## config.mk

```make
export PLATFORM = sky130hd
export DESIGN_NAME = game_tick_scheduler
export DESIGN_NICKNAME = d
export VERILOG_FILES = /design/src/rtl/game_tick_pkg.sv /design/src/rtl/game_tick_scheduler_tick_channel.sv /design/src/rtl/game_tick_scheduler.sv
export SDC_FILE = /design/constraint.sdc
export NUM_CORES = 1
export LEC_CHECK = 0
export ABC_AREA = 1
export BUFFER_PORTS_ARGS = -buffer_cell sky130_fd_sc_hd__buf_2
export CAP_MARGIN = 25
export CORE_ASPECT_RATIO = 0.8
export CORE_UTILIZATION = 30
export CTS_CLUSTER_SIZE = 12
export DETAILED_ROUTE_END_ITERATION = 8
export SYNTH_ARGS = -nofsm -noshare
export SYNTH_HDL_FRONTEND = slang
export SYNTH_SLANG_ARGS = --single-unit
```

## constraint.sdc

```tcl
create_clock -name CLK -period 8.36 [get_ports CLK]
set_input_delay 1.254 -clock CLK [delete_from_list [all_inputs] [get_ports CLK]]
set_output_delay 1.254 -clock CLK [all_outputs]
set_load 0.005 [all_outputs]
```

## src/rtl/game_tick_pkg.sv

```systemverilog
`default_nettype none
// ============================================================================
//  Module   : game_tick_pkg
//  Brief    : Shared state encoding and effective-period helper for the
//             dodge-game tick scheduler.
//  Revision : 1.0 - initial release
// ============================================================================
package game_tick_pkg;

    typedef enum logic [1:0] {
        ST_IDLE  = 2'd0,
        ST_RUN   = 2'd1,
        ST_PAUSE = 2'd2,
        ST_OVER  = 2'd3
    } state_t;

    localparam int LEVEL_W   = 3;
    localparam int MAX_CNT_W = 32;

    // Period shrinks by one eighth of base per level; never below 1 when enabled.
    function automatic logic [MAX_CNT_W-1:0] eff_period(
        input logic [MAX_CNT_W-1:0] base,
        input logic [LEVEL_W-1:0]   lvl
    );
        logic [MAX_CNT_W+2:0] w_ext;
        logic [MAX_CNT_W+2:0] w_dec;
        logic [MAX_CNT_W+2:0] w_p;
        w_ext = {3'b000, base};
        w_dec = {3'b000, base >> 3} * (MAX_CNT_W+3)'(lvl);
        w_p   = w_ext - w_dec;
        if (base == '0)
            return '0;
        else if (w_p == '0 || w_p[MAX_CNT_W+2:MAX_CNT_W] != 3'b000)
            return MAX_CNT_W'(1);
        else
            return w_p[MAX_CNT_W-1:0];
    endfunction

endpackage
`default_nettype wire

```

## src/rtl/game_tick_scheduler_tick_channel.sv

```systemverilog
`default_nettype none
// ============================================================================
//  Module   : tick_channel
//  Brief    : Period counter emitting a registered one-cycle enable.
//  Revision : 1.0 - initial release
// ============================================================================
module tick_channel #(
    parameter int CNT_W = 26
) (
    input  logic             CLK,
    input  logic             RST,
    input  logic             en,
    input  logic             clr,
    input  logic [CNT_W-1:0] period,
    output logic             tick
);

    logic [CNT_W-1:0] r_cnt;
    logic             r_tick;

    // ">=" lets a shrinking period catch up within one cycle.
    always_ff @(posedge CLK or posedge RST) begin
        if (RST) begin
            r_cnt  <= '0;
            r_tick <= 1'b0;
        end else if (clr) begin
            r_cnt  <= '0;
            r_tick <= 1'b0;
        end else if (en && period != '0) begin
            if (r_cnt >= period - CNT_W'(1)) begin
                r_cnt  <= '0;
                r_tick <= 1'b1;
            end else begin
                r_cnt  <= r_cnt + CNT_W'(1);
                r_tick <= 1'b0;
            end
        end else begin
            if (period == '0)
                r_cnt <= '0;
            r_tick <= 1'b0;
        end
    end

    assign tick = r_tick;

endmodule
`default_nettype wire

```

## src/rtl/game_tick_scheduler.sv

```systemverilog
`default_nettype none
// ============================================================================
//  Module   : game_tick_scheduler
//  Brief    : Game state sequencer producing per-object tick enables, a
//             game-second pulse, score seconds and difficulty level.
//  Revision : 1.0 - initial release
// ============================================================================
module game_tick_scheduler
    import game_tick_pkg::*;
#(
    parameter int NUM_CH        = 4,
    parameter int CNT_W         = 26,
    parameter int SEC_PERIOD    = 50000000,
    parameter int LEVEL_UP_SECS = 10,
    parameter int MAX_LEVEL     = 7
) (
    input  logic                    CLK,
    input  logic                    RST,
    input  logic                    start,
    input  logic                    pause,
    input  logic                    hit,
    input  logic [NUM_CH*CNT_W-1:0] base_period,
    output logic [NUM_CH-1:0]       tick,
    output logic                    sec_tick,
    output logic [7:0]              seconds,
    output logic [2:0]              level,
    output logic [1:0]              state,
    output logic                    game_over
);

    localparam logic [CNT_W-1:0]   c_sec_period = CNT_W'(SEC_PERIOD);
    localparam logic [LEVEL_W-1:0] c_max_level  = LEVEL_W'(MAX_LEVEL);
    localparam logic [7:0]         c_lvl_secs   = 8'(LEVEL_UP_SECS);

    state_t               r_state;
    state_t               w_state_nxt;
    logic                 w_clr;
    logic                 w_en;
    logic [7:0]           r_seconds;
    logic [LEVEL_W-1:0]   r_level;
    logic [7:0]           w_sec_nxt;
    logic                 w_lvl_up;
    logic [CNT_W-1:0]     w_period [NUM_CH+1];
    logic [NUM_CH:0]      w_ticks;

    always_ff @(posedge CLK or posedge RST) begin
        if (RST)
            r_state <= ST_IDLE;
        else
            r_state <= w_state_nxt;
    end

    // Priority hit > start > pause, with per-state masking of ignored inputs.
    always_comb begin
        w_state_nxt = r_state;
        w_clr       = 1'b0;
        case (r_state)
            ST_IDLE: begin
                if (start) begin
                    w_state_nxt = ST_RUN;
                    w_clr       = 1'b1;
                end
            end
            ST_RUN: begin
                if (hit)
                    w_state_nxt = ST_OVER;
                else if (pause)
                    w_state_nxt = ST_PAUSE;
            end
            ST_PAUSE: begin
                if (start) begin
                    w_state_nxt = ST_RUN;
                    w_clr       = 1'b1;
                end else if (pause) begin
                    w_state_nxt = ST_RUN;
                end
            end
            ST_OVER: begin
                if (start) begin
                    w_state_nxt = ST_RUN;
                    w_clr       = 1'b1;
                end
            end
            default: w_state_nxt = ST_IDLE;
        endcase
    end

    assign w_en = (r_state == ST_RUN);

    for (genvar g = 0; g < NUM_CH; g++) begin : g_period
        assign w_period[g] = CNT_W'(eff_period(MAX_CNT_W'(base_period[g*CNT_W +: CNT_W]), r_level));
    end
    assign w_period[NUM_CH] = c_sec_period;

    // Last instance is the game-second timer.
    for (genvar g = 0; g <= NUM_CH; g++) begin : g_chan
        tick_channel #(
            .CNT_W (CNT_W)
        ) u_chan (
            .CLK    (CLK),
            .RST    (RST),
            .en     (w_en),
            .clr    (w_clr),
            .period (w_period[g]),
            .tick   (w_ticks[g])
        );
    end

    always_comb begin
        w_sec_nxt = (r_seconds == 8'hFF) ? 8'hFF : r_seconds + 8'd1;
        w_lvl_up  = (w_sec_nxt != 8'd0) && ((w_sec_nxt % c_lvl_secs) == 8'd0);
    end

    // A completed second is credited even if the game stopped on that edge.
    always_ff @(posedge CLK or posedge RST) begin
        if (RST) begin
            r_seconds <= 8'd0;
            r_level   <= '0;
        end else if (w_clr) begin
            r_seconds <= 8'd0;
            r_level   <= '0;
        end else if (w_ticks[NUM_CH]) begin
            r_seconds <= w_sec_nxt;
            if (w_lvl_up && r_level < c_max_level)
                r_level <= r_level + LEVEL_W'(1);
        end
    end

    assign tick      = w_ticks[NUM_CH-1:0];
    assign sec_tick  = w_ticks[NUM_CH];
    assign seconds   = r_seconds;
    assign level     = r_level;
    assign state     = r_state;
    assign game_over = (r_state == ST_OVER);

endmodule
`default_nettype wire

```

Yosys cells after proc, flatten, opt, wreduce, memory -nomap -nowiden

Index checks and enable logic that the tools add are counted.

Mux-type cells: 56
Magnitude comparators: 6
Eq/ne operators: 7
$mul: 4
$add $sub $neg: 15
Divide/modulo/power cells: 1
Reductions and logical operators: 44

Operator list:

| kind                    | number |
|---|---|
| $mux W26                | 27 |
| $logic_not A26 Y1       | 8 |
| $logic_not A35 Y1       | 4 |
| $add A26 B1 Y26 const B | 5 |
| $sub A26 B26 Y27        | 4 |
| $ge A26 B26 Y1          | 4 |
| $mul A23 B3 Y26         | 4 |
| $reduce_bool A26 Y1     | 4 |
| $sub A26 B1 Y26 const B | 4 |
| $ge A26 B26 Y1 const B  | 1 |
| $mux W8                 | 3 |
| $reduce_bool A3 Y1      | 8 |
| $mux W1                 | 17 |
| $mux W2                 | 5 |
| $mux W3                 | 3 |
| $add A8 B1 Y8 const B   | 1 |
| $eq A8 B8 Y1 const B    | 1 |
| $logic_not A8 Y1        | 1 |
| $mod A8 B4 Y8 const B   | 1 |
| $reduce_bool A8 Y1      | 1 |
| $logic_and A1 B1 Y1     | 6 |
| $ne A3 B3 Y1 const B    | 2 |
| $pmux W2 S3             | 1 |
| $reduce_bool A2 Y1      | 3 |
| 11 further kinds        | 15 |

Bits in registers: 148
Logic and storage cells: 146
Output and inout bits: 19

Longest topological paths before layout

Word-level depth: 11
Mapped depth: 47
Mapped depth without buffers: 44

Cells and area by module

A second synthesis with hierarchy kept.

Cells, all modules: 4115
Area, all modules: 27832.9 µm²

By module, submodules not included:

| module                               | seq. area each (µm²) | times used | area each (µm²) | cells an instance |
|---|---|---|---|---|
| game_tick_scheduler                  | 325.3                | 1          | 12599.6         | 1786 |
| tick_channel at g_chan[0].u_chan ... | 675.6                | 4          | 3017.9          | 460 |
| tick_channel at g_chan[4].u_chan     | 675.6                | 1          | 3161.8          | 489 |

Worst setup path before layout

No wires, ideal clock.

Path kind: flip-flop to flip-flop
Start: reg r_level[0] (netlist: level[0])
End: reg g_chan[3].u_chan.r_cnt[24]
Path slack: 0.883 ns
Clock period less this slack: 7.477 ns
Stages on the path, launching flop included: 43
Library setup time: 0.118 ns
Data arrival time: 7.359 ns
Buffers on the path: 4
Path through: dfrtp_1 > clkbuf_1 > clkbuf_1 > clkbuf_1 > nand2_1 > fa_1 > inv_1 > fa_1 > inv_1 > ha_1 > a21oi_1 > o21ai_1 > nand2_1 > o211ai_1 > nand2_1 > nand3_1 > nand2_1 > nand2_1 > [... 7 more ...] > nand2_1 > ha_1 > nand2_1 > nor3_2 > nand3_1 > nor3_1 > nand4_1 > xor2_1 > ha_1 > nand2_1 > or4_1 > nor4_1 > nor2_1 > clkinv_1 > clkbuf_1 > nor2_1 > nand3_1 > nand2_1

Longest elaborated chain between the ends: 11
Elaborated cells on any way between the ends: 16
Classes of those cells: add/sub: 2; mul: 1; order compare: 1; mux: 5; reduce/logical: 7

RTL lines:

| what                                                           | line                                   | RTL |
|---|---|---|
| from (decl)                                                    | game_tick_scheduler.sv:40              | `logic [LEVEL_W-1:0] r_level;` |
| from (signal assigned)                                         | game_tick_scheduler.sv:125             | `r_level <= r_level + LEVEL_W'(1);` |
| $mul A23 B3 Y26 (*)                                            | game_tick_pkg.sv:29                    | `w_dec = {3'b000, base >> 3} * (MAX_CNT_W+3)'(lvl);` |
| $sub A26 B26 Y27 (*)                                           | game_tick_pkg.sv:30                    | `w_p = w_ext - w_dec;` |
| $logic_not A35 Y1 / $reduce_bool A3 Y1 (equally long branches) | game_tick_pkg.sv:33                    | `else if (w_p == '0 \|\| w_p[MAX_CNT_W+2:MAX_CNT_W] != 3'b000)` |
| $logic_or A1 B1 Y1                                             | game_tick_pkg.sv:33                    |  |
| $mux W26 (*)                                                   | game_tick_pkg.sv:33                    |  |
| $mux W26 (*)                                                   | game_tick_pkg.sv:31                    | `if (base == '0)` |
| $sub A26 B1 Y26                                                | game_tick_scheduler_tick_channel.sv:30 | `if (r_cnt >= period - CNT_W'(1)) begin` |
| $ge A26 B26 Y1                                                 | game_tick_scheduler_tick_channel.sv:30 |  |
| $mux W26                                                       | game_tick_scheduler_tick_channel.sv:30 |  |
| $mux W26                                                       | game_tick_scheduler_tick_channel.sv:29 | `end else if (en && period != '0) begin` |
| $mux W26                                                       | game_tick_scheduler_tick_channel.sv:26 | `end else if (clr) begin` |
| to (signal assigned)                                           | game_tick_scheduler_tick_channel.sv:34 | `r_cnt <= r_cnt + CNT_W'(1);` |
| to (decl)                                                      | game_tick_scheduler_tick_channel.sv:18 | `logic [CNT_W-1:0] r_cnt;` |

Mark *: on every way between the ends. The rest lies on a longest branch, timed or not.
A chain may end at the register's enable or synchronous reset.

Worst setup path after layout

Start: in base_period[6]
End: reg g_chan[0].u_chan.r_cnt[2]

Longest elaborated chain between the ends: 11
Elaborated cells on any way between the ends: 17
Classes of those cells: add/sub: 2; mul: 1; order compare: 1; mux: 5; reduce/logical: 8

RTL lines:

| what                                                           | line                                   | RTL |
|---|---|---|
| from (decl)                                                    | game_tick_scheduler.sv:22              | `input logic [NUM_CH*CNT_W-1:0] base_period,` |
| $mul A23 B3 Y26                                                | game_tick_pkg.sv:29                    |  |
| $sub A26 B26 Y27                                               | game_tick_pkg.sv:30                    |  |
| $logic_not A35 Y1 / $reduce_bool A3 Y1 (equally long branches) | game_tick_pkg.sv:33                    |  |
| $logic_or A1 B1 Y1                                             | game_tick_pkg.sv:33                    |  |
| $mux W26                                                       | game_tick_pkg.sv:33                    |  |
| $mux W26 (*)                                                   | game_tick_pkg.sv:31                    |  |
| $sub A26 B1 Y26                                                | game_tick_scheduler_tick_channel.sv:30 |  |
| $ge A26 B26 Y1                                                 | game_tick_scheduler_tick_channel.sv:30 |  |
| $mux W26                                                       | game_tick_scheduler_tick_channel.sv:30 |  |
| $mux W26                                                       | game_tick_scheduler_tick_channel.sv:29 |  |
| $mux W26                                                       | game_tick_scheduler_tick_channel.sv:26 |  |
| to (signal assigned)                                           | game_tick_scheduler_tick_channel.sv:34 |  |
| to (decl)                                                      | game_tick_scheduler_tick_channel.sv:18 |  |

Marks and branches as above.

==> impl_metrics.json <==
{
  "run_status": "finished clean",
  "synth_top_flop_cell": "dfrtp_1",
  "p_sw_uw": 3890,
  "ys_seq_area_share_pct": 14.0,
  "grt_max_degree": 100,
  "portBuffers": 127,
  "ys_async_sr_fraction_pct": 100,
  "setup_viol": 0,
  "dpl.hpwl_um": 59400,
  "antenna_found_initial": 6,
  "report.final.slew_viol_count": 0,
  "slew_headroom_pct": 42.8,
  "worstPathRequired_ns": 8.74,
  "area_growth_pct": 10.2,
  "leakagePower_uw": 0.0128,
  "power_density_nw_per_um2": 236,
  "overflow": 0,
  "utilization_pct": 33.4,
  "num_io_pins": 128,
  "holdBufCountCts": 0,
  "combinationalPowerShare_pct": 76.5,
  "chipWidth_um": 334,
  "grt_pass1_vias": 23900,
  "hold_class": "flip-flop to flip-flop",
  "synth_nets": 4439,
  "clk_transition_reported_paths_ns": 0.07,
  "postRouteAntennaNets": 0,
  "ir_drop_mv": 0.184,
  "synth_top_area_cell": "nand2_1",
  "fin_crit_sh_pct": 92.3,
  "cp-start-kind": "primary input",
  "critPathMostFrequentCell": "nand2_1",
  "post_drt_wl_per_cell_um": 14.6,
  "drc": 0,
  "synth_cell_types": 72,
  "ys_seq_elements": 148,
  "cts_buffers": 17,
  "critical_path.max_fanout": 23,
  "first_iter_violations": 2022,
  "worst_clock_skew_ns": 0.0163,
  "fin_nets": 4528,
  "cts_tree": "built",
  "p_sw_share_pct": 56.6,
  "final_layout_size_suffix_gt1_share_pct": 8.09,
  "cpPeakStageDelay_ns": 0.54,
  "clk_latency_ns": 0.44,
  "synth.top_cell.area_share_pct": 14.2,
  "core_um2": 87400,
  "path_buf_inv": 5,
  "post_synth.cell_area_avg_um2": 6.75,
  "endpoint_kind": "flip-flop",
  "die_h_um": 268,
  "vias_per_cell": 5.01,
  "cts_root_buffer": "clkbuf_16",
  "cts.sinks": 148,
  "rows": 97,
  "worst_pin_slew_ns": 0.856,
  "cts_buffer_depth": 2,
  "fp.dieArea_um2": 89400,
  "syn_inst": 3917,
  "ys_top_cells_by_area": "nand2_1 (14%), dfrtp_1 (14%), fa_1 (13%)",
  "grt_util_all_layers_pct": 16.3,
  "initial_core_util_pct": 30.3,
  "routed_wl_um": 75200,
  "p_seq_share_pct": 11.9,
  "arrival_ns": 8.09,
  "multiInputGateArea_um2": 20400,
  "grt_pass1_wl_um": 122000,
  "synth_common_cells": "nand2_1 (998), inv_1 (479), nor2_1 (408)",
  "yosys_warnings": 0,
  "n_fill_cell": 9424,
  "cp_slowest_cell": "fa_1",
  "hold_viol": 0,
  "vias": 25800,
  "gp_congestion": 0.905,
  "critical_path_class": "primary input to flip-flop",
  "drt-pass1-iter-count": 6,
  "p_int_uw": 2980,
  "synth-edff-count": 0,
  "cpLargestDelayFamily": "simple AND/OR/NAND/NOR gates",
  "pwr-share-clk_pct": 11.5,
  "timing.setup.tns_ns": 0,
  "yosysMostFrequentCell": "nand2_1",
  "grt_setup_unrepaired": "no",
  "fin_crit_ns": 7.71,
  "fmax_ghz": 0.130,
  "h-tree-depth": 4,
  "seqCellArea_um2": 3710,
  "netlist_area_um2": 26500,
  "cap_violations": 0
}
==> per-layer routing <==
metal / track usage [%] / up-vias / wire [um]
li1: - / 13000 / -
met1: 24.9 / 12100 / 38500
met2: 24.7 / 664 / 31300
met3: 1.74 / 53 / 4530
met4: 2.85 / 4 / 888
met5: 0 / - / 23
==> metrics by stage <==
step	cell area, um2	worst slack (ns)	hold slack [ns]	std cells	power (uW)
after CTS	28900	0.213	0.521	5144	6800
after floorplan	26500	0.883	0.469	3917	4730
final	29200	0.648	0.516	5158	6870
after global placement	28300	0.235	0.493	5114	5940
after detailed placement	28300	0.162	0.506	5114	5970
after global routing	29200	0.0561	0.577	5156	7610
==> power by group through the flow <==
stage / registers (uW) / clock network (uW) / logic (uW)
CTS: 841 / 818 / 5140
detailed placement: 854 / 0 / 5110
global placement: 853 / 0 / 5090
floorplan: 800 / 0 / 3930
finish: 820 / 792 / 5260
global route: 827 / 843 / 5940
==> cell families after synthesis <==
family / count (synthesis) / share of synthesized area [%]
simple gates: 2082 / 34.9
compound gates: 452 / 10.2
xor+xnor: 223 / 7.41
mux: 1 / 0.0378
fa+ha+maj: 413 / 24.5
flops: 148 / 14.0
buf+inv: 598 / 9.00
==> flip-flops by register name (all words and copies together) (netlist names) <==
name,count
g_chan.u_chan.r_cnt,130
level,3
seconds,8
state,2
g_chan.u_chan.tick,5
==> tightest hold or removal path: cells and delay by family (launching register included) <==
| family | cells | cell delay, ns |
|---|---|---|
| AO/OA/AOI/OAI | 1 | 0.06 |
| flip-flops | 1 | 0.37 |
| AND/OR/NAND/NOR | 1 | 0.06 |
==> repair_timing <==
item                                    in CTS  in global routing
setup buffers                                0                  9
resized for setup                            0                  4
endpoints found under the setup margin       0                 70
==> area by class of cell <==
cell class,instances,area share [%]
sequential,148,12.7
clock inverter,12,0.506
clock buffer,18,1.51
antenna,3,0.0257
inverter,498,6.44
tap,1138,4.88
timing repair buffer,170,3.95
multi-input combinational,3171,70.0
==> cell usage in the layout (no fill, tap or decap), drive strengths merged, types with 6 or more instances in the layout <==
cell	Yosys	final
inv	496	502
nor2	422	422
o21bai	13	13
and2	7	7
nand3b	21	21
nor3	79	79
o41ai	15	15
or4	12	12
o21ai	159	159
o211ai	7	7
nor3b	17	17
a211oi	10	10
nand2	1017	1017
a21oi	161	161
and3	6	6
a31oi	8	8
buf	38	169
dfrtp	148	148
o21a	13	13
nand4	64	64
clkbuf	62	19
or2	25	25
nor4	59	59
o22ai	27	27
xnor2	61	61
a221oi	10	10
xor2	162	162
ha	238	238
o31ai	6	6
nand3	348	348
a21o	6	6
fa	175	175
==> worst paths after layout <==
kind	start	to	slack, ns	cells past startpoint
min in group asynchronous	RST	state[0]$_DFFE_PP0P_	0.72	2
setup / recovery	base_period[6]	g_chan[0].u_chan.r_cnt[2]$_DFFE_PP0P_	0.65	35
hold / removal	g_chan[4].u_chan.r_cnt[25]$_DFFE_PP0P_	g_chan[4].u_chan.r_cnt[25]$_DFFE_PP0P_	0.52	2
setup reg to reg	level[0]$_DFFE_PP0P_	g_chan[0].u_chan.r_cnt[2]$_DFFE_PP0P_	0.68	35
hold reg to reg	g_chan[4].u_chan.r_cnt[25]$_DFFE_PP0P_	g_chan[4].u_chan.r_cnt[25]$_DFFE_PP0P_	0.52	2
max in group asynchronous	RST	level[0]$_DFFE_PP0P_	6.15	4
(Power assumes the default switching activity.)
